## config.mk

```make
export PLATFORM = sky130hd
export DESIGN_NAME = stopwatch_lap_timer_flat
export DESIGN_NICKNAME = d
export VERILOG_FILES = /design/src/rtl/stopwatch_lap_timer_pkg.sv /design/src/rtl/stopwatch_lap_timer_if.sv /design/src/rtl/stopwatch_lap_timer_lap_fifo.sv /design/src/rtl/stopwatch_lap_timer.sv /design/src/flat_wrapper.sv
export SDC_FILE = /design/constraint.sdc
export NUM_CORES = 1
export LEC_CHECK = 0
export BUFFER_PORTS_ARGS = -buffer_cell sky130_fd_sc_hd__buf_2
export CORE_UTILIZATION = 35
export CTS_BUF_LIST = sky130_fd_sc_hd__clkbuf_16
export DETAILED_ROUTE_END_ITERATION = 8
export PLACE_DENSITY = 0.52
export SYNTH_ARGS = -nofsm -noshare
export SYNTH_HDL_FRONTEND = slang
export SYNTH_SLANG_ARGS = --single-unit
```

## constraint.sdc

```tcl
create_clock -name clk -period 4.6 [get_ports clk]
set_clock_uncertainty 0.1 [all_clocks]
set_input_delay 0.23 -clock clk [delete_from_list [all_inputs] [get_ports clk]]
set_output_delay 0.23 -clock clk [all_outputs]
set_load 0.01 [all_outputs]
```

## src/rtl/stopwatch_lap_timer_pkg.sv

```systemverilog
// Shared constants and status encoding for the stopwatch / lap timer.
package stopwatch_lap_timer_pkg;

    localparam int unsigned SEC_WIDTH = 6;
    localparam logic [SEC_WIDTH-1:0] SEC_MAX = 6'd59;

    typedef enum logic [1:0] {
        ST_IDLE    = 2'b00,
        ST_RUNNING = 2'b01,
        ST_PAUSED  = 2'b10,
        ST_EXPIRED = 2'b11
    } sw_status_e;

    // Out-of-range preload seconds saturate at 59.
    function automatic logic [SEC_WIDTH-1:0] clamp_sec(input logic [SEC_WIDTH-1:0] s);
        return (s > SEC_MAX) ? SEC_MAX : s;
    endfunction

endpackage

```

## src/rtl/stopwatch_lap_timer_if.sv

```systemverilog
// Command / display bundle between the stopwatch controller and its user.
interface stopwatch_lap_timer_if #(
    parameter int unsigned MIN_WIDTH = 8,
    parameter int unsigned LAP_DEPTH = 4
);
    import stopwatch_lap_timer_pkg::*;

    localparam int unsigned CNT_WIDTH = $clog2(LAP_DEPTH + 1);

    logic                 start;
    logic                 stop;
    logic                 clear;
    logic                 mode_down;
    logic                 load;
    logic [MIN_WIDTH-1:0] load_min;
    logic [SEC_WIDTH-1:0] load_sec;
    logic                 lap;
    logic                 lap_pop;

    logic [MIN_WIDTH-1:0] minutes;
    logic [SEC_WIDTH-1:0] seconds;
    logic [1:0]           status;
    logic                 expired;
    logic                 lap_valid;
    logic [MIN_WIDTH-1:0] lap_min;
    logic [SEC_WIDTH-1:0] lap_sec;
    logic [CNT_WIDTH-1:0] lap_count;
    logic                 lap_overflow;

    modport master (
        output start, stop, clear, mode_down, load, load_min, load_sec, lap, lap_pop,
        input  minutes, seconds, status, expired, lap_valid, lap_min, lap_sec, lap_count,
               lap_overflow
    );

    modport slave (
        input  start, stop, clear, mode_down, load, load_min, load_sec, lap, lap_pop,
        output minutes, seconds, status, expired, lap_valid, lap_min, lap_sec, lap_count,
               lap_overflow
    );

endinterface

```

## src/rtl/stopwatch_lap_timer_lap_fifo.sv

```systemverilog
// First-word fall-through FIFO holding captured lap times.
module lap_fifo #(
    parameter int unsigned WIDTH = 14,
    parameter int unsigned DEPTH = 4
) (
    input  logic                           clk,
    input  logic                           rst,
    input  logic                           clear_i,
    input  logic                           push_i,
    input  logic                           pop_i,
    input  logic [WIDTH-1:0]               data_i,
    output logic [WIDTH-1:0]               data_o,
    output logic                           full_o,
    output logic                           empty_o,
    output logic [$clog2(DEPTH+1)-1:0]     count_o
);
    localparam int unsigned AW = (DEPTH > 1) ? $clog2(DEPTH) : 1;
    localparam int unsigned CW = $clog2(DEPTH + 1);

    logic [WIDTH-1:0] mem_q [DEPTH];
    logic [AW-1:0]    wr_ptr_q, wr_ptr_d, rd_ptr_q, rd_ptr_d;
    logic [CW-1:0]    count_q, count_d;
    logic             push_ok, pop_ok;

    assign empty_o = (count_q == '0);
    assign full_o  = (count_q == CW'(DEPTH));
    assign count_o = count_q;
    assign data_o  = mem_q[rd_ptr_q];

    // A push into a full FIFO is only accepted when a pop frees a slot that cycle.
    always_comb begin
        pop_ok   = pop_i && !empty_o;
        push_ok  = push_i && (!full_o || pop_ok);
        wr_ptr_d = wr_ptr_q;
        rd_ptr_d = rd_ptr_q;
        count_d  = count_q;
        if (clear_i) begin
            wr_ptr_d = '0;
            rd_ptr_d = '0;
            count_d  = '0;
        end else begin
            if (push_ok) wr_ptr_d = wr_ptr_q + 1'b1;
            if (pop_ok)  rd_ptr_d = rd_ptr_q + 1'b1;
            count_d = count_q + CW'(push_ok) - CW'(pop_ok);
        end
    end

    // Pointer, occupancy and storage registers.
    always_ff @(posedge clk or posedge rst) begin
        if (rst) begin
            wr_ptr_q <= '0;
            rd_ptr_q <= '0;
            count_q  <= '0;
            for (int i = 0; i < int'(DEPTH); i++) mem_q[i] <= '0;
        end else begin
            wr_ptr_q <= wr_ptr_d;
            rd_ptr_q <= rd_ptr_d;
            count_q  <= count_d;
            if (push_ok && !clear_i) mem_q[wr_ptr_q] <= data_i;
        end
    end

endmodule

```

## src/rtl/stopwatch_lap_timer.sv

```systemverilog
// Stopwatch controller: run/pause/expire FSM, tick prescaler, min:sec counters, lap capture.
module stopwatch_lap_timer
    import stopwatch_lap_timer_pkg::*;
#(
    parameter int unsigned TICK_DIV  = 1,
    parameter int unsigned MIN_WIDTH = 8,
    parameter int unsigned LAP_DEPTH = 4
) (
    input  logic                  clk,
    input  logic                  rst,
    stopwatch_lap_timer_if.slave  bus
);
    localparam int unsigned PW = (TICK_DIV > 1) ? $clog2(TICK_DIV) : 1;
    localparam int unsigned LW = MIN_WIDTH + SEC_WIDTH;

    sw_status_e           state_q, state_d;
    logic [MIN_WIDTH-1:0] min_q, min_d;
    logic [SEC_WIDTH-1:0] sec_q, sec_d;
    logic [PW-1:0]        presc_q, presc_d;
    logic                 mode_down_q, mode_down_d;
    logic                 expired_q, expired_d;
    logic                 overflow_q, overflow_d;
    logic                 lap_push, fifo_full, fifo_empty;
    logic [LW-1:0]        fifo_head;

    assign lap_push = bus.lap && !bus.clear &&
                      ((state_q == ST_RUNNING) || (state_q == ST_PAUSED));

    // Next state for FSM, prescaler and counters; only the highest-priority command acts.
    always_comb begin
        state_d     = state_q;
        min_d       = min_q;
        sec_d       = sec_q;
        presc_d     = presc_q;
        mode_down_d = mode_down_q;
        expired_d   = 1'b0;
        if (bus.clear) begin
            state_d     = ST_IDLE;
            min_d       = '0;
            sec_d       = '0;
            presc_d     = '0;
            mode_down_d = 1'b0;
        end else begin
            unique case (state_q)
                ST_IDLE, ST_PAUSED: begin
                    if (!bus.stop) begin
                        if (bus.start) begin
                            if (state_q == ST_PAUSED) begin
                                state_d = ST_RUNNING;
                            end else if (!(bus.mode_down && min_q == '0 && sec_q == '0)) begin
                                state_d     = ST_RUNNING;
                                mode_down_d = bus.mode_down;
                            end
                        end else if (bus.load) begin
                            min_d = bus.load_min;
                            sec_d = clamp_sec(bus.load_sec);
                        end
                    end
                end
                ST_RUNNING: begin
                    if (bus.stop) begin
                        state_d = ST_PAUSED;
                    end else if (presc_q == PW'(TICK_DIV - 1)) begin
                        presc_d = '0;
                        if (mode_down_q) begin
                            if (sec_q == '0) begin
                                sec_d = SEC_MAX;
                                min_d = min_q - 1'b1;
                            end else begin
                                sec_d = sec_q - 1'b1;
                            end
                            if (min_d == '0 && sec_d == '0) begin
                                state_d   = ST_EXPIRED;
                                expired_d = 1'b1;
                            end
                        end else if (sec_q == SEC_MAX) begin
                            sec_d = '0;
                            min_d = min_q + 1'b1;
                        end else begin
                            sec_d = sec_q + 1'b1;
                        end
                    end else begin
                        presc_d = presc_q + 1'b1;
                    end
                end
                ST_EXPIRED: ;
                default: state_d = ST_IDLE;
            endcase
        end
        overflow_d = bus.clear ? 1'b0
                   : (overflow_q || (lap_push && fifo_full && !bus.lap_pop));
    end

    // Controller state registers.
    always_ff @(posedge clk or posedge rst) begin
        if (rst) begin
            state_q     <= ST_IDLE;
            min_q       <= '0;
            sec_q       <= '0;
            presc_q     <= '0;
            mode_down_q <= 1'b0;
            expired_q   <= 1'b0;
            overflow_q  <= 1'b0;
        end else begin
            state_q     <= state_d;
            min_q       <= min_d;
            sec_q       <= sec_d;
            presc_q     <= presc_d;
            mode_down_q <= mode_down_d;
            expired_q   <= expired_d;
            overflow_q  <= overflow_d;
        end
    end

    lap_fifo #(
        .WIDTH (LW),
        .DEPTH (LAP_DEPTH)
    ) u_lap_fifo (
        .clk     (clk),
        .rst     (rst),
        .clear_i (bus.clear),
        .push_i  (lap_push),
        .pop_i   (bus.lap_pop),
        .data_i  ({min_q, sec_q}),
        .data_o  (fifo_head),
        .full_o  (fifo_full),
        .empty_o (fifo_empty),
        .count_o (bus.lap_count)
    );

    assign bus.minutes      = min_q;
    assign bus.seconds      = sec_q;
    assign bus.status       = state_q;
    assign bus.expired      = expired_q;
    assign bus.lap_valid    = !fifo_empty;
    assign bus.lap_min      = fifo_head[LW-1:SEC_WIDTH];
    assign bus.lap_sec      = fifo_head[SEC_WIDTH-1:0];
    assign bus.lap_overflow = overflow_q;

endmodule
```

## src/flat_wrapper.sv

```systemverilog
// flat-port wrapper written by rule: the top's interface ports become plain ports
module stopwatch_lap_timer_flat import stopwatch_lap_timer_pkg::*;
#(
    parameter int unsigned TICK_DIV  = 1,
    parameter int unsigned MIN_WIDTH = 8,
    parameter int unsigned LAP_DEPTH = 4
)
  (clk, rst, bus_start, bus_stop, bus_clear, bus_mode_down, bus_load, bus_load_min, bus_load_sec, bus_lap, bus_lap_pop, bus_minutes, bus_seconds, bus_status, bus_expired, bus_lap_valid, bus_lap_min, bus_lap_sec, bus_lap_count, bus_lap_overflow);
  stopwatch_lap_timer_if #(.MIN_WIDTH(MIN_WIDTH), .LAP_DEPTH(LAP_DEPTH)) bus_i ();
  input  logic clk;
  input  logic rst;
  input wire logic [$bits(bus_i.start)-1:0] bus_start;
  input wire logic [$bits(bus_i.stop)-1:0] bus_stop;
  input wire logic [$bits(bus_i.clear)-1:0] bus_clear;
  input wire logic [$bits(bus_i.mode_down)-1:0] bus_mode_down;
  input wire logic [$bits(bus_i.load)-1:0] bus_load;
  input wire logic [$bits(bus_i.load_min)-1:0] bus_load_min;
  input wire logic [$bits(bus_i.load_sec)-1:0] bus_load_sec;
  input wire logic [$bits(bus_i.lap)-1:0] bus_lap;
  input wire logic [$bits(bus_i.lap_pop)-1:0] bus_lap_pop;
  output wire logic [$bits(bus_i.minutes)-1:0] bus_minutes;
  output wire logic [$bits(bus_i.seconds)-1:0] bus_seconds;
  output wire logic [$bits(bus_i.status)-1:0] bus_status;
  output wire logic [$bits(bus_i.expired)-1:0] bus_expired;
  output wire logic [$bits(bus_i.lap_valid)-1:0] bus_lap_valid;
  output wire logic [$bits(bus_i.lap_min)-1:0] bus_lap_min;
  output wire logic [$bits(bus_i.lap_sec)-1:0] bus_lap_sec;
  output wire logic [$bits(bus_i.lap_count)-1:0] bus_lap_count;
  output wire logic [$bits(bus_i.lap_overflow)-1:0] bus_lap_overflow;
  assign bus_i.start = bus_start;
  assign bus_i.stop = bus_stop;
  assign bus_i.clear = bus_clear;
  assign bus_i.mode_down = bus_mode_down;
  assign bus_i.load = bus_load;
  assign bus_i.load_min = bus_load_min;
  assign bus_i.load_sec = bus_load_sec;
  assign bus_i.lap = bus_lap;
  assign bus_i.lap_pop = bus_lap_pop;
  assign bus_minutes = bus_i.minutes;
  assign bus_seconds = bus_i.seconds;
  assign bus_status = bus_i.status;
  assign bus_expired = bus_i.expired;
  assign bus_lap_valid = bus_i.lap_valid;
  assign bus_lap_min = bus_i.lap_min;
  assign bus_lap_sec = bus_i.lap_sec;
  assign bus_lap_count = bus_i.lap_count;
  assign bus_lap_overflow = bus_i.lap_overflow;
  stopwatch_lap_timer #(.TICK_DIV(TICK_DIV), .MIN_WIDTH(MIN_WIDTH), .LAP_DEPTH(LAP_DEPTH)) u_core (.clk(clk), .rst(rst), .bus(bus_i));
endmodule
```

==> results.md <==
* Worst hold path class: input pin to register
* Count of max-cap constraint violations at 0
* Area contributors post-synth: dfrtp_1, mux2_2, mux4_2, ha_1, nor2_1
* Total track usage at 0.169
* Yosys reg bits at 82
* Seq/Total Area, Yosys at 0.437
* Clk sink count at 82
* Crit-path max cell delay at 0.57 ns
* Number of DRC markers in iteration 0 at 221
* Crit path cell chain: inv_1 -> ha_1 -> inv_2 -> nor3_2 -> o21ba_2 -> a21oi_1 -> or2_1 -> o21ai_0
* Final wirelength at 11,100 um
* Die H at 118 um
* Yosys top cell area share at 0.437
* Area post-placement at 0.00505 mm^2
* First-pass GRT wire length at 18,300 um
* # IOs at 59
* Post-synth top area cell: dfrtp_1
* # hold bufs at CTS at 1
* Layout cells sized above 1 at 0.354
* Fin. max-slew vios at 0
* Status: finished clean
* Final Hold Fails at 0
* Initial antenna violation count at 0
* CTS tree: built
* Avg Cell Area, Syn at 11.4 um^2
* Setup ws final at 1.71 ns
* Global placement routability congestion at 0.797
* Post-synth EDFFs at 0
* TritonRoute pass-1 iters at 4
* PostCTS Resize Cnt at 0
* Initial Utilization at 0.366
* Clock root buffer: clkbuf_16
* Fillers at 1,261
* Required time worst endpoint at 4.75 ns
* Max_slew headroom at 0.275
* Syn Nets at 451
* Worst setup EP type: register
* Die area at 0.0139 mm^2
* Inserted Diodes at 0
* Measured slew at the worst slew-check pin at 1.09 ns
* Max Root-Sink Buffers at 2
* Clk_lat worst skew at 0.34 ns
* RSZ-0062 raised after global routing: false
* H-tree levels at 3
* Routed vias at 3,359
* CP Max Fanout at 17
* CP startpoint kind: register
* Largest net degree at the start of global routing at 50
* Maximum VDD drop at 0.260 mV
* Post-route minimum period at 2.89 ns
* CP Class: register to register
* DP Wirelength at 7690 um
* DR vias/cell at 5.38
* Final TNS setup at 0 ns
* Core area at 0.0128 mm^2
* Unique cell type count in the Yosys netlist at 64
* Fin nets at 487
* Syn-to-layout area delta at 13.9%
* Fin crit share at 0.629
* CP Buf/Inv Count at 2
* Port bufs at 58
* Register clock-pin slew on the reported worst setup and hold paths at 0.07 ns
* Highest-delay cell along the critical path: ha_1
* Critical path arrival at 3.04 ns
* Yosys warning total at 0
* Dpl ws at 1.73 ns
* Antenna-violating nets left at 0
* Row Count at 41
* Post-CTS setup repair buffer count at 0
* Vias in the first global route at 3,372
* Post-synthesis instance area at 0.00469 mm^2
* DIE WIDTH at 118 um
* TritonCTS Buffers at 9
* GR Overflow Total at 0
* DRC Markers at 0
* Max Freq at 0.346 GHz
* WL per Instance at 17.8 um
* Post-route cell area at 0.00535 mm^2
* Gate Count Post-Synth at 411
* Final setup fails at 0
* Pwr dens at 556 mW/mm^2
* Most used DFF post-synth: dfrtp_1
* Leakage power at 2.45 nW
* Top delay family on crit path: compound AO/OA/AOI/OAI gates
* Ys async rst share at 1.00
Yosys cell counts (3+ instances only):
cell type  count
nor3_1         5
mux2i_1        4
nand3_1        4
clkbuf_1      18
nand4_1        3
xor2_1         3
buf_2         12
a22oi_1        6
o211ai_1       6
ha_1          16
xnor2_1        7
nor4b_1        3
o31ai_1        3
mux4_2        14
mux2_2        56
and2_1         7
nor2b_1        8
o21ai_0       20
nand2b_1       3
a21o_1         3
a31o_2         3
nor2_1        27
buf_1          3
dfrtp_1       82
inv_1         14
a21oi_1       12
nand2_1       18
state kept, by name, summed over array words and instances (netlist names):
signal and flops:
u_core.u_lap_fifo.count_o 3, u_core.bus.seconds 6, u_core.mode_down_q 1, u_core.bus.status 2, u_core.bus.expired 1, u_core.bus.minutes 8
u_core.u_lap_fifo.rd_ptr_q 2, u_core.u_lap_fifo.mem_q 56, u_core.bus.lap_overflow 1, u_core.u_lap_fifo.wr_ptr_q 2
layer usage:
metal	part of all wire	global-route usage	vias to the layer above
li1	-	-	1566
met3	0.033	0.0339	10
met5	0	0	-
met1	0.47	0.226	1715
met2	0.49	0.275	68
met4	0.011	0.0545	0
power breakdown:
group          internal, mW  total, mW  switching, mW
Sequential            0.903       1.17          0.266
Combinational         0.550       1.10          0.547
Clock                 0.415      0.703          0.288
Total                  1.87       2.97           1.10
final timing paths:
check | startpoint | endpoint | slack [ns] | cells past startpoint
max | u_core.bus.status[1]$_DFFE_PP0P_ | u_core.bus.minutes[2]$_DFFE_PP0P_ | 1.71 | 8
min | bus_stop | u_core.bus.expired$_DFF_PP0_ | 0.03 | 2
max reg2reg | u_core.bus.status[1]$_DFFE_PP0P_ | u_core.bus.minutes[2]$_DFFE_PP0P_ | 1.71 | 8
min reg2reg | u_core.bus.lap_overflow$_DFF_PP0_ | u_core.bus.lap_overflow$_DFF_PP0_ | 0.39 | 2
max in group asynchronous | rst | u_core.bus.seconds[1]$_DFFE_PP0P_ | 2.98 | 4
min in group asynchronous | rst | u_core.u_lap_fifo.mem_q[23]$_DFFE_PP0P_ | 0.39 | 3
per-stage QoR:
stage / hold WS (ns) / util / power (mW) / instances
final: 0.0317 / 0.417 / 2.97 / 624
after global routing: 0.0377 / 0.417 / 3.19 / 624
after CTS: 0.0134 / 0.417 / 3.01 / 624
after detailed placement: 0.223 / 0.394 / 2.29 / 607
after global placement: 0.213 / 0.394 / 2.27 / 607
after floorplan: 0.200 / - / 1.96 / 411
cell usage in the layout (no fill, tap or decap), drive strengths merged, types with 6 or more instances in the layout:
cell type / n
mux4: 14
clkbuf: 9
nor2: 27
and2: 7
inv: 16
dfrtp: 82
nand2: 18
a21oi: 12
xnor2: 7
nor2b: 8
nor3: 7
buf: 59
mux2: 57
ha: 16
o211ai: 6
o21ai: 20
a22oi: 6
layout make-up:
class / instances / area, um^2 / area share
Sequential cell: 82 / 2050 / 0.384
Clock buffer: 9 / 225 / 0.0421
Tap cell: 172 / 215 / 0.0403
Timing Repair Buffer: 60 / 308 / 0.0576
Clock inverter: 7 / 62.6 / 0.0117
Multi-Input combinational cell: 279 / 2420 / 0.454
Inverter: 15 / 57.6 / 0.0108
cells by family after synthesis:
logic type,after synthesis,synth area share
AND/OR/NAND/NOR,100,0.123
multiplexers,75,0.212
AO/OA/AOI/OAI,77,0.116
XOR/XNOR,10,0.0187
buffers and inverters,50,0.0464
flip-flops,82,0.437
adder cells (fa/ha/maj),17,0.0469
Power figures use the tool's default switching activity.
